===== src/rtl/mem_bus_arbiter_pkg.sv =====
// Shared definitions for the memory bus arbiter: FSM state encoding,
// pipeline stall bit positions and the stall vector for each stall cause.
package mem_bus_arbiter_pkg;

  typedef enum logic [2:0] {
    IDLE     = 3'd0,
    MEM_BUSY = 3'd1,
    MEM_DONE = 3'd2,
    IF_BUSY  = 3'd3,
    IF_DONE  = 3'd4
  } arb_state_e;

  // Stall vector bit positions, one per pipeline register.
  localparam int STALL_PC     = 0;
  localparam int STALL_IF_ID  = 1;
  localparam int STALL_ID_EX  = 2;
  localparam int STALL_EX_MEM = 3;
  localparam int STALL_MEM_WB = 4;
  localparam int STALL_WB     = 5;
  localparam int STALL_W      = STALL_WB + 1;

  // Each cause freezes every register up to and including its own stage.
  localparam logic [STALL_W-1:0] STALL_NONE = '0;
  localparam logic [STALL_W-1:0] STALL_IF   = (STALL_W'(1) << STALL_PC) |
                                              (STALL_W'(1) << STALL_IF_ID);
  localparam logic [STALL_W-1:0] STALL_ID   = STALL_IF | (STALL_W'(1) << STALL_ID_EX);
  localparam logic [STALL_W-1:0] STALL_EX   = STALL_ID | (STALL_W'(1) << STALL_EX_MEM);
  localparam logic [STALL_W-1:0] STALL_MEM  = STALL_EX | (STALL_W'(1) << STALL_MEM_WB);

  function automatic logic is_busy(input arb_state_e s);
    return (s == MEM_BUSY) || (s == IF_BUSY);
  endfunction

endpackage


===== src/rtl/mem_bus_arbiter_watchdog.sv =====
// Bus watchdog: counts cycles a transaction waits without acknowledge.
//   clk, rst  : clock, asynchronous active-low reset
//   clr       : hold counter at zero (asserted whenever no transaction is open)
//   en        : count this cycle (transaction open, no ack)
//   expired   : this un-acked cycle brings the count to TIMEOUT
module mem_bus_arbiter_watchdog
  import mem_bus_arbiter_pkg::*;
#(
  parameter int TIMEOUT = 255,
  parameter int CNT_W   = 8
) (
  input  logic clk,
  input  logic rst,
  input  logic clr,
  input  logic en,
  output logic expired
);

  logic [CNT_W-1:0] cnt;

  always_ff @(posedge clk or negedge rst) begin
    if (!rst)       cnt <= '0;
    else if (clr)   cnt <= '0;
    else if (en)    cnt <= cnt + CNT_W'(1);
  end

  // Flag the cycle whose increment would reach TIMEOUT, so the bus strobe
  // is held for exactly TIMEOUT cycles before the abort takes effect.
  assign expired = en && (cnt == CNT_W'(TIMEOUT - 1));

endmodule


===== src/rtl/mem_bus_arbiter.sv =====
// Memory bus arbiter: shares one external bus between instruction fetch and
// the MEM-stage load/store port (MEM has priority), produces the pipeline
// stall vector and aborts transactions that never acknowledge.
//   clk, rst                         : clock, asynchronous active-low reset
//   if_req/if_addr/if_rdata          : fetch request, address, fetched word
//   mem_req/we/addr/wdata/sel/rdata  : MEM-stage access request and load data
//   ex_stallreq, id_stallreq         : stall requests from EX and ID
//   stall[5:0]                       : PC, IF/ID, ID/EX, EX/MEM, MEM/WB, WB
//   bus_req/we/addr/wdata/sel        : registered bus master outputs
//   bus_rdata, bus_ack               : bus response
//   bus_err                          : one-cycle pulse on watchdog abort
module mem_bus_arbiter
  import mem_bus_arbiter_pkg::*;
#(
  parameter int TIMEOUT = 255,
  parameter int CNT_W   = 8
) (
  input  logic               clk,
  input  logic               rst,
  input  logic               if_req,
  input  logic [31:0]        if_addr,
  output logic [31:0]        if_rdata,
  input  logic               mem_req,
  input  logic               mem_we,
  input  logic [31:0]        mem_addr,
  input  logic [31:0]        mem_wdata,
  input  logic [3:0]         mem_sel,
  output logic [31:0]        mem_rdata,
  input  logic               ex_stallreq,
  input  logic               id_stallreq,
  output logic [STALL_W-1:0] stall,
  output logic               bus_req,
  output logic               bus_we,
  output logic [31:0]        bus_addr,
  output logic [31:0]        bus_wdata,
  output logic [3:0]         bus_sel,
  input  logic [31:0]        bus_rdata,
  input  logic               bus_ack,
  output logic               bus_err
);

  arb_state_e state, state_nxt;
  logic       busy;
  logic       abort;
  logic       load_mem;
  logic       load_if;

  assign busy = is_busy(state);

  mem_bus_arbiter_watchdog #(
    .TIMEOUT (TIMEOUT),
    .CNT_W   (CNT_W)
  ) u_watchdog (
    .clk     (clk),
    .rst     (rst),
    .clr     (!busy),
    .en      (busy && !bus_ack),
    .expired (abort)
  );

  // State register
  always_ff @(posedge clk or negedge rst) begin
    if (!rst) state <= IDLE;
    else      state <= state_nxt;
  end

  // Next-state logic
  always_comb begin
    state_nxt = state;
    case (state)
      IDLE: begin
        if (mem_req)     state_nxt = MEM_BUSY;
        else if (if_req) state_nxt = IF_BUSY;
      end
      MEM_BUSY: if (bus_ack || abort) state_nxt = MEM_DONE;
      IF_BUSY:  if (bus_ack || abort) state_nxt = IF_DONE;
      // A fetch waiting behind a MEM access starts without an idle bubble.
      MEM_DONE: state_nxt = if_req ? IF_BUSY : IDLE;
      IF_DONE:  state_nxt = IDLE;
      default:  state_nxt = IDLE;
    endcase
  end

  // Output logic
  always_comb begin
    bus_req = busy;
    if (mem_req && state != MEM_DONE) stall = STALL_MEM;
    else if (ex_stallreq)             stall = STALL_EX;
    else if (id_stallreq)             stall = STALL_ID;
    else if (if_req && state != IF_DONE) stall = STALL_IF;
    else                              stall = STALL_NONE;
  end

  assign load_mem = (state_nxt == MEM_BUSY) && !busy;
  assign load_if  = (state_nxt == IF_BUSY)  && !busy;

  // Bus command registers, loaded on BUSY entry and held until the next one.
  always_ff @(posedge clk or negedge rst) begin
    if (!rst) begin
      bus_we    <= 1'b0;
      bus_addr  <= '0;
      bus_wdata <= '0;
      bus_sel   <= '0;
    end else if (load_mem) begin
      bus_we    <= mem_we;
      bus_addr  <= mem_addr;
      bus_wdata <= mem_wdata;
      bus_sel   <= mem_sel;
    end else if (load_if) begin
      bus_we    <= 1'b0;
      bus_addr  <= if_addr;
      bus_wdata <= '0;
      bus_sel   <= '1;
    end
  end

  // Read data capture and abort pulse. A store or an abort captures zero;
  // abort already excludes the ack cycle, so ack wins a same-cycle race.
  always_ff @(posedge clk or negedge rst) begin
    if (!rst) begin
      if_rdata  <= '0;
      mem_rdata <= '0;
      bus_err   <= 1'b0;
    end else begin
      bus_err <= abort;
      if (state == MEM_BUSY && (bus_ack || abort))
        mem_rdata <= (bus_ack && !bus_we) ? bus_rdata : '0;
      if (state == IF_BUSY && (bus_ack || abort))
        if_rdata <= bus_ack ? bus_rdata : '0;
    end
  end

endmodule


===== config.mk =====
export PLATFORM = sky130hd
export DESIGN_NAME = mem_bus_arbiter
export DESIGN_NICKNAME = d
export VERILOG_FILES = /design/src/rtl/mem_bus_arbiter_pkg.sv /design/src/rtl/mem_bus_arbiter_watchdog.sv /design/src/rtl/mem_bus_arbiter.sv
export SDC_FILE = /design/constraint.sdc
export NUM_CORES = 1
export LEC_CHECK = 0
export BUFFER_PORTS_ARGS = -buffer_cell sky130_fd_sc_hd__buf_4
export CORE_UTILIZATION = 35
export CTS_CLUSTER_DIAMETER = 200
export DETAILED_ROUTE_END_ITERATION = 6
export GPL_ROUTABILITY_DRIVEN = 0
export PLACE_DENSITY_LB_ADDON = 0.08
export SLEW_MARGIN = 40
export SYNTH_ARGS = -nofsm -noshare
export SYNTH_HDL_FRONTEND = slang
export SYNTH_SLANG_ARGS = --single-unit

===== constraint.sdc =====
create_clock -name clk -period 1.9 [get_ports clk]
set_clock_uncertainty 0.1 [all_clocks]
set_input_delay 0.285 -clock clk [delete_from_list [all_inputs] [get_ports clk]]
set_output_delay 0.285 -clock clk [all_outputs]
set_load 0.02 [all_outputs]

# After elaboration in Yosys (flattened, before gate mapping)
# Index checks and enable logic that the tools add are counted.
op_classes:
  addsub: 1
  eq_ne: 9
  mux: 22
  n_reduce_logical: 16
ops:
  columns: ["op", "count"]
  rows:
  - ["$mux W32", 6]
  - ["$mux W8", 2]
  - ["$mux W3", 5]
  - ["$mux W4", 3]
  - ["$pmux W3 S4", 1]
  - ["$eq A3 B2 Y1 const B", 3]
  - ["$logic_and A1 B1 Y1", 9]
  - ["$add A8 B1 Y8 const B", 1]
  - ["$eq A8 B8 Y1 const B", 1]
  - ["$eq A3 B1 Y1 const B", 2]
  - ["$mux W5", 1]
  - ["$mux W2", 2]
  - ["$logic_not A1 Y1", 3]
  - ["$logic_not A3 Y1", 1]
  - ["$ne A3 B2 Y1 const B", 1]
  - ["$ne A3 B3 Y1 const B", 1]
  - ["$logic_or A1 B1 Y1", 2]
  - ["$mux W1", 2]
  - ["$ne A2 B1 Y1 const B", 1]
  - ["$reduce_bool A2 Y1", 1]
word_totals:
  ff_bits: 145
  inputBits: 140
  out_inout_bits: 141
  word_cells: 57

# Depth between registers and ports, before layout
# Gate-level depths: netlist of run 1.
logic_depth:
  depth_word: 11
  ltp_mapped: 8
  mapped_depth_nobuf: 6

# Cells and area by module
# A second synthesis of run 1 with hierarchy kept.
unflattened:
  cells_unflattened: 516
  hier_area_um2: 6236.0
modules_own_cells:
  columns: ["mod", "n_inst", "cells_per_inst", "area_each_um2", "seq_area_each_um2"]
  rows:
  - ["mem_bus_arbiter", 1, 475, 5824.3, 3428.3]
  - ["mem_bus_arbiter_watchdog", 1, 41, 411.6, 200.2]

# Worst setup path before layout of run 1
# OpenSTA, ideal clock, no wires.
synth_timing:
  kind: "flip-flop to output port"
  startpoint: "reg state[2]"
  endpoint: "out stall[1]"
  arrival_ns: 2.071
  required_ns: 1.515
  slack_ns: -0.556
  stages_incl_launch_ff: 7
  path_buffers: 2
  cell_sequence: "dfrtp_1 -> clkbuf_1 -> nor2_1 -> a21boi_0 -> or3_1 -> o21bai_1 -> buf_4"
synth_between:
  elab_chain_cells: 6
  elab_cells_between_ends: 8
  classes_between: "eq/ne (2); mux (4); reduce/logical (2)"
synth_lines:
  columns: ["element", "line_no", "rtl"]
  rows:
  - ["start, declared", "mem_bus_arbiter.sv:42", "arb_state_e state, state_nxt;"]
  - ["start signal, assigned", "mem_bus_arbiter.sv:64", "else state <= state_nxt;"]
  - ["$ne A3 B3 Y1", "mem_bus_arbiter.sv:90", "else if (if_req && state != IF_DONE) stall = STALL_IF;"]
  - ["$logic_and A1 B1 Y1", "mem_bus_arbiter.sv:90", null]
  - ["$mux W2", "mem_bus_arbiter.sv:90", null]
  - ["$mux W3", "mem_bus_arbiter.sv:89", "else if (id_stallreq) stall = STALL_ID;"]
  - ["$mux W4", "mem_bus_arbiter.sv:88", "else if (ex_stallreq) stall = STALL_EX;"]
  - ["$mux W5 *", "mem_bus_arbiter.sv:87", "if (mem_req && state != MEM_DONE) stall = STALL_MEM;"]
  - ["end, declared", "mem_bus_arbiter.sv:31", "output logic [STALL_W-1:0] stall,"]
# Mark *: on every way between the ends. The rest lies on a longest branch, timed or not.

# Final worst setup path of run 1
layout_timing:
  startpoint: "reg state[2]"
  endpoint: "out stall[0]"
# Same word-level chain as after synthesis.

==> results of run 1 <==
==> path summary, 6_finish.rpt <==
path	slack (ps)	end	from
setup / recovery	-230	stall[0]	state[2]
hold / removal	20	bus_sel[2]	mem_sel[2]
setup reg to reg	-210	bus_wdata[28]	u_watchdog.cnt[0]
hold reg to reg	410	bus_wdata[2]	bus_wdata[2]
max in group asynchronous	800	if_rdata[30]	rst
min in group asynchronous	240	bus_wdata[15]	rst
==> sequential cells by signal (all words and copies together) (netlist names) <==
| name | flops |
|---|---|
| bus_addr | 32 |
| bus_err | 1 |
| bus_sel | 4 |
| bus_wdata | 32 |
| bus_we | 1 |
| if_rdata | 32 |
| mem_rdata | 32 |
| state | 3 |
| u_watchdog.cnt | 8 |
==> per-layer routing <==
metal  vias to the layer above  global-route usage
li1                       2671                   -
met1                      2854              0.2553
met2                       223              0.3578
met3                        40             0.06085
met4                         0             0.09176
met5                         -                   0
==> cell type report <==
class | count | share of cell area
inverter | 41 | 0.01537
timing repair buffer | 389 | 0.3242
clock inverter | 12 | 0.01513
clock buffer | 19 | 0.04417
sequential | 145 | 0.3541
tap | 225 | 0.02745
multi-input combinational | 322 | 0.2196
==> through the flow <==
step | utilization | worst slack [ps] | instance area [sq um]
floorplan | - | -51.05 | 6162
global placement | 0.4999 | 13.24 | 8617
detailed placement | 0.4999 | -4.273 | 8617
CTS | 0.5818 | -254.3 | 10030
global route | 0.5949 | -289.6 | 10250
finish | 0.5949 | -229.7 | 10250
==> worst min-delay path, stage by stage <==
cell,delay (ps)
buf_4,110
inv_1,40
a21oi_1,50
==> cell usage after synthesis (all sizes together), types with 2 or more instances <==
master and instances:
dfrtp 145, nand2 99, a22o 65, o211ai 64, inv 41, clkbuf 33
mux2i 32, buf 16, nor2 14, a21oi 7, nand3 5, o21ai 4
xor2 4, nor2b 3, or3 3, and3 2, ha 2, nor3 2
or2 2
==> cells by family (layout without fill, tap and decap cells) <==
logic type | count (synthesis) | after routing | synth area share
AO/OA/AOI/OAI | 147 | 147 | 0.1898
flip-flops | 145 | 145 | 0.5911
AND/OR/NAND/NOR | 135 | 135 | 0.09193
buffers and inverters | 90 | 461 | 0.06319
multiplexers | 32 | 32 | 0.05218
XOR/XNOR | 5 | 5 | 0.007134
adder cells (fa/ha/maj) | 2 | 2 | 0.004076
other | 1 | 1 | 0.0006109
==> power by group through the flow <==
| stage | Sequential, mW | Combinational (mW) | Clock, mW |
|---|---|---|---|
| 2_1_floorplan | 6.56 | 2.79 | 0 |
| 3_3_place_gp | 5.12 | 7.36 | 0 |
| 3_5_place_dp | 5.13 | 7.53 | 0 |
| 4_1_cts | 5.11 | 7.95 | 3.51 |
| 5_1_grt | 5.27 | 8.80 | 3.65 |
| 6_report | 5.12 | 8.23 | 3.43 |
==> repair_timing <==
item,in CTS,in global routing
endpoints found under the setup margin,41,109
setup buffers,7,4
hold buffers,65,1
pin swaps,2,9
cloned,2,6
gates resized for setup,11,28
hold endpoints to repair,97,1
==> metrics.csv, run 1 <==
stage;metric;value;unit
die;Die Wd;134.4;um
detailed_routing;Via Count;5788;
die;I/O Pins;281;
critical_path;Req. time, crit path;1510;ps
clock_tree;clk root buf;clkbuf_16;
critical_path;crit path max fanout;3;
cells_and_area;commonest non-fill, non-tap cell in the layout;buf_4;
critical_path;startpoint types;flop;
synth;Synthesized Nets;699;
critical_path;Worst path depth;5;
place;IO buf count;279;
critical_path;CP Data Arrival Time;1740;ps
die;DIE HEIGHT;134.4;um
pwr;Comb power frac;0.490;
cells_and_area;storage element area;3631;sq um
detailed_routing;Routed wire per std cell;17.37;um
pwr;Max VDD drop;0.8506;mV
critical_path;worst path buffer plus inverter count;1;
detailed_routing;highest metal used;met4;
pwr;Pwr Density;1637;nW/um^2
global_route;largest net degree at the start of global routing;50;
clock_tree;CTS tree;built;
detailed_routing;DRT met1 WL;8.117;mm
pwr;sw frac;0.3880;
die;starting density of the core;0.3561;
critical_path;Slowest-stage cell, CP;dfrtp_2;
timing;Slew Limit Fails;0;
detailed_routing;Starting DRT DRC Count;148;
synth;Gate Count Post-Synth;557;
pwr;total power;16.79;mW
die;Core Area;17240;sq um
timing;Final TNS setup;-6440;ps
critical_path;critical-path cell list;nor2_4 > a21boi_2 > or3_4 > o21bai_4 > buf_4;
job;max cap viols;0;
cells_and_area;most frequent cells in the layout;297 x buf_4, 143 x dfrtp_1, 98 x nand2_1;
synth;most area-consuming cells after synthesis;dfrtp_1 59%, a22o_1 9.3%, o211ai_1 7.8%;
pwr;switching power total;6.513;mW
clock_tree;CTS Buf Count;17;
worst_hold_path;HP Class;in -> reg;
synth;Yosys top cell area share;0.5911;
synth;Async S/R FF share, synth;1.000;
cells_and_area;Layout Cells excl Fill;1153;
global_route;gr ovfl total;0;
place;HPWL Detailed;12.76;mm
cells_and_area;footprint of the multi-input gates;2252;sq um
synth;top_reg_cell synth;dfrtp_1;
place;placed cells;1041;
cells_and_area;area delta synth->final;67.06;%
global_route;initial antenna violation count;0;
synth;yosys warns;0;
die;die area;18070;sq um
synth;Syn Area/Cell;11.02;sq um
cells_and_area;Inserted Diodes;0;
timing;min Tclk post-route;2130;ps
pwr;Int Power;10.27;mW
die;FP Rows;48;
clock_tree;H-tree depth;4;
pwr;Clock power frac;0.204;
synth;post-synthesis sequential area ratio;0.5911;
clock_tree;Max clock buf depth;2;
timing;Final Cycle Share;1.121;
cells_and_area;Net count, final;1058;
cells_and_area;layout cells sized above 1;0.4063;
timing;Hold Slack;22.16;ps
critical_path;Worst path max stage delay;440;ps
pwr;leakage;5.098;nW
run_status;status;finished with violations;
synth;area leader, netlist;dfrtp_1;
critical_path;delay-heaviest family, CP;simple AND/OR/NAND/NOR gates;
clock_tree;Clock Latency Late Sink;410;ps
detailed_routing;routed length on met2;9.932;mm
detailed_routing;residual DRC count;0;
detailed_routing;routed wire length;20.03;mm
detailed_routing;via/cell ratio;5.020;
cells_and_area;fill count;1428;
timing;Hold Vio Cnt, Final;0;
critical_path;Crit. End Element;primary output;
timing;RSZ-0062 raised after global routing;yes;
detailed_routing;DR WL met3;1.450;mm
synth;Yosys reg bits;145;
critical_path;CP Class;reg -> out;
timing;fmax;469.5;MHz
timing;fin worst setup slack;-229.7;ps
pwr;Reg power frac;0.305;
global_route;Tot GR Track Use;0.2133;
clock_tree;Reg clk slew, reported paths;60;ps
detailed_routing;Routed Antenna Nets;0;
global_route;first-pass GRT wire length;30.08;mm
run_status;failing checks;negative setup slack;
worst_hold_path;hold depth;3;
detailed_routing;Pre-antenna DRT Iters;4;
global_route;vias in the first global route;5815;
clock_tree;# clock sinks;145;
synth;synthesized cell area;6138;sq um
timing;final setup fails;41;
synth;synth unique cells;39;
synth;number of synthesized flops with an enable pin;0;
critical_path;path depth of the worst reg2reg path;8;
Power figures use the tool's default switching activity.
==> inputs of run 2 (changes only) <==
--- a/config.mk
+++ b/config.mk
@@ -6,12 +6,14 @@
 export NUM_CORES = 1
 export LEC_CHECK = 0
 export BUFFER_PORTS_ARGS = -buffer_cell sky130_fd_sc_hd__buf_4
-export CORE_UTILIZATION = 35
+export CELL_PAD_IN_SITES_DETAIL_PLACEMENT = 1
+export CELL_PAD_IN_SITES_GLOBAL_PLACEMENT = 1
+export CORE_UTILIZATION = 32
 export CTS_CLUSTER_DIAMETER = 200
+export CTS_CLUSTER_SIZE = 8
 export DETAILED_ROUTE_END_ITERATION = 6
 export GPL_ROUTABILITY_DRIVEN = 0
 export PLACE_DENSITY_LB_ADDON = 0.08
-export SLEW_MARGIN = 40
 export SYNTH_ARGS = -nofsm -noshare
 export SYNTH_HDL_FRONTEND = slang
 export SYNTH_SLANG_ARGS = --single-unit
==> run 2 against run 1 <==
Net effect: the run still ends with negative setup slack left; utilization shrank 5.0 points; combinational power grew 1%; routed wire length grew 15%; clock power grew 5%; cell count grew 0.61%; hold slack lost 7.8 ps; first-iteration DRC count grew 61%; critical path type unchanged; critical endpoint is now stall[1]; largest cell class unchanged.
==> metrics.csv, run 2 (synthesis results as in run 1) <==
stage;metric;value;unit;change
cells_and_area;area delta synth->final;66.71;%;
pwr;switching power total;6.765;mW;+3.9%
global_route;vias in the first global route;6326;;+8.8%
detailed_routing;Routed wire per std cell;19.78;um;+14%
pwr;Reg power frac;0.303;;-0.002
detailed_routing;residual DRC count;0;;unchanged
worst_hold_path;HP Class;in -> reg;;
pwr;Clock power frac;0.211;;+0.007
global_route;largest net degree at the start of global routing;69;;+38%
clock_tree;# clock sinks;145;;unchanged
timing;fin worst setup slack;-245.0;ps;-15.29 ps
timing;final setup fails;37;;-9.8%
cells_and_area;fill count;2013;;+41%
pwr;Int Power;10.36;mW;+0.85%
pwr;Comb power frac;0.487;;-0.003
timing;Final Cycle Share;1.129;;+0.008046
detailed_routing;via/cell ratio;5.033;;+0.26%
place;HPWL Detailed;14.62;mm;+15%
cells_and_area;commonest non-fill, non-tap cell in the layout;buf_4;;
critical_path;CP Data Arrival Time;1760;ps;+20 ps
timing;Slew Limit Fails;0;;unchanged
timing;RSZ-0062 raised after global routing;yes;;
pwr;total power;17.13;mW;+2.0%
global_route;first-pass GRT wire length;35.07;mm;+17%
clock_tree;H-tree depth;4;;unchanged
pwr;leakage;5.095;nW;about the same
die;Die Wd;140.5;um;+4.5%
cells_and_area;most frequent cells in the layout;294 x buf_4, 144 x dfrtp_1, 98 x nand2_1;;
die;die area;19740;sq um;+9.2%
cells_and_area;Net count, final;1054;;-0.38%
critical_path;CP Class;reg -> out;;
cells_and_area;layout cells sized above 1;0.3968;;-0.009493
run_status;failing checks;negative setup slack;;
critical_path;Crit. End Element;primary output;;
critical_path;setup slack, reg-to-reg;-80;ps;+130 ps
pwr;Max VDD drop;0.7526;mV;-12%
die;Core Area;18770;sq um;+8.9%
clock_tree;Reg clk slew, reported paths;60;ps;about the same
detailed_routing;Starting DRT DRC Count;238;;+61%
detailed_routing;Via Count;5838;;+0.86%
job;max cap viols;0;;unchanged
die;DIE HEIGHT;140.5;um;+4.5%
critical_path;crit path max fanout;2;;-1
clock_tree;CTS Buf Count;17;;unchanged
critical_path;startpoint types;flop;;
timing;min Tclk post-route;2145;ps;+15.29 ps
pwr;Pwr Density;1674;nW/um^2;+2.2%
die;FP Rows;50;;+4.2%
run_status;status;finished with violations;;
pwr;sw frac;0.3950;;+0.007020
detailed_routing;Routed Antenna Nets;0;;unchanged
die;I/O Pins;281;;unchanged
place;IO buf count;279;;unchanged
cells_and_area;post-route cell area;10230;sq um;-0.21%
place;Post-DP Area;8666;sq um;+0.57%
timing;Hold Slack;14.36;ps;-7.804 ps
detailed_routing;routed wire length;22.95;mm;+15%
clock_tree;Clock Latency Late Sink;410;ps;about the same
clock_tree;clk root buf;clkbuf_16;;
critical_path;Req. time, crit path;1510;ps;about the same
clock_tree;CTS tree;built;;
global_route;initial antenna violation count;1;;+1
timing;fmax;466.2;MHz;-0.71%
global_route;Tot GR Track Use;0.2303;;+0.01704
die;starting density of the core;0.3271;;-0.02906
timing;Hold Vio Cnt, Final;0;;unchanged
detailed_routing;Pre-antenna DRT Iters;4;;unchanged
clock_tree;Max clock buf depth;2;;unchanged
timing;Final TNS setup;-2799;ps;+3641 ps
global_route;gr ovfl total;0;;unchanged
[run 2: worst paths after layout]
kind,startpoint,end,depth (start not counted)
worst max-delay path,state[2],stall[1],6
worst min-delay path,mem_wdata[3],bus_wdata[3],2
worst max register to register,u_watchdog.cnt[0],bus_wdata[13],8
worst min register to register,bus_wdata[4],bus_wdata[4],1
max in group asynchronous,rst,mem_rdata[23],3
min in group asynchronous,rst,bus_wdata[12],2
[run 2: what timing repair did]
action                                 CTS  global route
buffers inserted                         2             3
hold buffers                            66             0
setup endpoints to repair               41            85
pin swaps                                2             1
gates cloned                             1             5
resized for setup                       11             9
endpoints found under the hold margin  211             0
[run 2: power groups by stage]
stage	Combinational [mW]	Clock, mW	Sequential (mW)
finish	8.33	3.61	5.18
global route	8.90	3.83	5.34
CTS	7.96	3.70	5.16
detailed placement	7.71	0	5.17
global placement	7.47	0	5.12
floorplan	2.79	0	6.56
[run 2: final cells by class]
type / instances / area (sq um) / area share
diodes: 1 / 2.502 / 0.0002445
flip-flops and latches: 145 / 3630 / 0.3547
repair buffers: 385 / 3308 / 0.3233
multi-input cells: 322 / 2212 / 0.2162
inverters: 41 / 157.7 / 0.01541
well taps: 234 / 292.8 / 0.02861
clock inverters: 14 / 201.4 / 0.01968
clock buffers: 18 / 429.2 / 0.04194
[run 2: worst max-delay path, stage by stage (launching register included)]
cell and delay (ps):
dfrtp_1 380, buf_6 130, nor2_4 90, a21boi_2 80, or3_4 340, o21bai_4 190, buf_6 140
[run 2: per-stage QoR]
stage | instances | util | setup WS (ps)
final | 1160 | 0.5453 | -245.0
after global routing | 1160 | 0.5453 | -303.7
after CTS | 1151 | 0.5347 | -278.0
after floorplan | 557 | - | -51.05
after global placement | 1050 | 0.4617 | 16.82
after detailed placement | 1050 | 0.4617 | -35.58
[run 2: routing by layer]
layer  vias up  GRT usage  wire length [um]
li1       2655          -                 -
met1      2934     0.2699              9194
met2       211     0.3942             11680
met3        38    0.06564              1485
met4         0    0.09897               587
met5         -          0                 0
==> inputs of run 3 (changes only) <==
==> constraint.sdc (replaced) <==
create_clock -name clk -period 1.9 [get_ports clk]
set_clock_uncertainty 0.1 [all_clocks]
set_input_delay 0 -clock clk [delete_from_list [all_inputs] [get_ports clk]]
set_output_delay 0 -clock clk [all_outputs]
set_load 0.02 [all_outputs]
==> run 3 against run 2 <==
Net effect: the run still ends with negative setup slack left; sequential cell count unchanged; highest routed layer unchanged; first-iteration DRC count decreased by 18%; final area up 6.6%; die area is the same; register-to-register slack is essentially flat; count of clock-buffer cells in the layout unchanged; largest cell class is now non-clock buffers; via count grew 4.1%; critical path type is now reg -> reg; combinational power shrank 0.5%; clock power barely moved; worst setup slack better by 150 ps; critical path depth unchanged.
==> metrics.csv, run 3 (synthesis results as in run 1) <==
stage;metric;value;unit;change
cells_and_area;commonest non-fill, non-tap cell in the layout;buf_4;;
cells_and_area;most frequent cells in the layout;294 x buf_4, 143 x dfrtp_1, 136 x dlygate4sd3_1;;
critical_path;critical-path cell list;buf_6 > nand2b_4 > or4_4 > o2111a_2 > clkbuf_16 > a22o_1;;
cells_and_area;area delta synth->final;77.64;%;
timing;Hold Slack;68.66;ps;+54.31 ps
cells_and_area;fill count;1928;;-4.2%
critical_path;crit path max fanout;18;;+16
clock_tree;Clock Latency Late Sink;420;ps;about the same
global_route;met1 usage;0.2867;;+0.01682
critical_path;Req. time, crit path;2110;ps;+600 ps
clock_tree;Max clock buf depth;2;;unchanged
run_status;failing checks;negative setup slack;;
timing;final setup fails;39;;+5.4%
critical_path;Worst path max stage delay;510;ps;+130 ps
clock_tree;CTS Buf Count;17;;unchanged
critical_path;Critical R2R Launch;state[2];;
detailed_routing;Routed wire per std cell;19.39;um;-2.0%
job;max cap viols;0;;unchanged
critical_path;path depth of the worst reg2reg path;6;;-2
cells_and_area;layout cells sized above 1;0.3726;;-0.02415
detailed_routing;routed wire length;23.80;mm;+3.7%
critical_path;Crit. End Element;flop;;
timing;fmax;502.4;MHz;+7.8%
die;FP Rows;50;;unchanged
cells_and_area;Layout Cells excl Fill;1227;;+5.8%
run_status;status;finished with violations;;
critical_path;CP Data Arrival Time;2200;ps;+440 ps
global_route;first-pass GRT wire length;36.76;mm;+4.8%
clock_tree;Reg clk slew, reported paths;60;ps;about the same
critical_path;Slowest-stage cell, CP;or4_4;;
clock_tree;# clock sinks;145;;unchanged
place;placed cells;1046;;-0.38%
pwr;Pwr Density;1568;nW/um^2;-6.3%
clock_tree;H-tree depth;4;;unchanged
place;HPWL Detailed;14.06;mm;-3.8%
clock_tree;clk root buf;clkbuf_16;;
die;Die Wd;140.5;um;unchanged
global_route;grt met3 use;0.05846;;-0.007179
global_route;vias in the first global route;6689;;+5.7%
clock_tree;CTS tree;built;;
detailed_routing;Via Count;6080;;+4.1%
detailed_routing;residual DRC count;0;;unchanged
timing;min Tclk post-route;1990;ps;-154.7 ps
place;worst slack, placed;-85.00;ps;-49.42 ps
die;starting density of the core;0.3271;;unchanged
critical_path;setup slack, reg-to-reg;-90;ps;about the same
detailed_routing;Routed Antenna Nets;0;;unchanged
timing;Slew Limit Fails;0;;unchanged
detailed_routing;Starting DRT DRC Count;194;;-18%
die;Core Area;18770;sq um;unchanged
cells_and_area;footprint of the multi-input gates;2212;sq um;unchanged
global_route;initial antenna violation count;0;;-1
pwr;total power;17.09;mW;-0.20%
timing;Final Cycle Share;1.048;;-0.08145
global_route;largest net degree at the start of global routing;69;;unchanged
critical_path;CP Class;reg -> reg;;
die;I/O Pins;281;;unchanged
place;IO buf count;279;;unchanged
timing;RSZ-0062 raised after global routing;yes;;
critical_path;Crit Reg-Reg Endpoint;bus_wdata[27];;
timing;fin worst setup slack;-90.25;ps;+154.7 ps
global_route;Tot GR Track Use;0.2405;;+0.01022
die;die area;19740;sq um;unchanged
worst_hold_path;HP Class;in -> async;;
detailed_routing;Pre-antenna DRT Iters;4;;unchanged
global_route;gr ovfl total;0;;unchanged
pwr;leakage;5.382;nW;+5.6%
detailed_routing;via/cell ratio;4.955;;-1.5%
global_route;busiest grt layer;met2;;
cells_and_area;Net count, final;1122;;+6.5%
timing;Hold Vio Cnt, Final;0;;unchanged
cells_and_area;storage element area;3631;sq um;about the same
global_route;GRT met2 Usage;0.4153;;+0.02105
die;DIE HEIGHT;140.5;um;unchanged
cells_and_area;Inserted Diodes;0;;-1
critical_path;startpoint types;flop;;
pwr;Max VDD drop;0.8371;mV;+11%
## run 3: cell types whose count changed in the layout (fill, tap and decap cells not counted), sizes merged, moves of 2 or more
cell         before  now
buf             315  313
inv              44   46
dlygate4sd3      66  136
clkinvlp          3    1
## run 3: report_power, final
part	switching (mW)	internal, mW
sequential	0.802	4.38
clock	1.40	2.22
combinational	4.53	3.76
## run 3: through the flow
| stage | TNS (ps) | cell area, sq um | utilization |
|---|---|---|---|
| after global placement | -1275 | 8617 | 0.4591 |
| after floorplan | -1331 | 6142 | - |
| after global routing | -5449 | 10900 | 0.5810 |
| after detailed placement | -2435 | 8617 | 0.4591 |
| after CTS | -1716 | 10780 | 0.5741 |
| final | -2157 | 10900 | 0.5810 |
## run 3: cell type report
type                       count  area share
timing repair buffer         453      0.3656
clock buffer                  18     0.03936
sequential                   145      0.3330
inverter                      41     0.01411
tap                          234     0.02685
clock inverter                14     0.01824
multi-input combinational    322      0.2029
## run 3: worst max path at each step
stage | slack, ps | from | endpoint
global placement | -40 | u_watchdog.cnt[0] | bus_wdata[11]
CTS | -60 | u_watchdog.cnt[0] | bus_wdata[22]
global route | -170 | u_watchdog.cnt[0] | bus_wdata[27]
detailed placement | -80 | u_watchdog.cnt[0] | bus_wdata[6]
floorplan | -50 | u_watchdog.cnt[0] | bus_wdata[16]
finish | -90 | state[2] | bus_wdata[27]
## run 3: repair_timing
| action | in CTS | in global routing |
|---|---|---|
| endpoints found under the hold margin | 286 | 0 |
| setup endpoints to repair | 39 | 90 |
| hold buffers | 137 | 0 |
| cloned | 1 | 3 |
| resized for setup | 14 | 13 |
| setup buffers | 7 | 1 |
| pin swaps | 3 | 2 |
## run 3: critical path: cells and delay by family (launching register included)
family / cells / cell delay (ps)
AND/OR/NAND/NOR: 2 / 640
flip-flops: 1 / 430
AO/OA/AOI/OAI: 2 / 400
buffers and inverters: 2 / 320
## run 3: layer usage
layer	part of all wire	vias to the layer above	routed length, um
met4	0.026	0	616
met5	0	-	0
met2	0.50	231	12000
li1	-	2792	-
met1	0.41	3015	9796
met3	0.058	42	1388
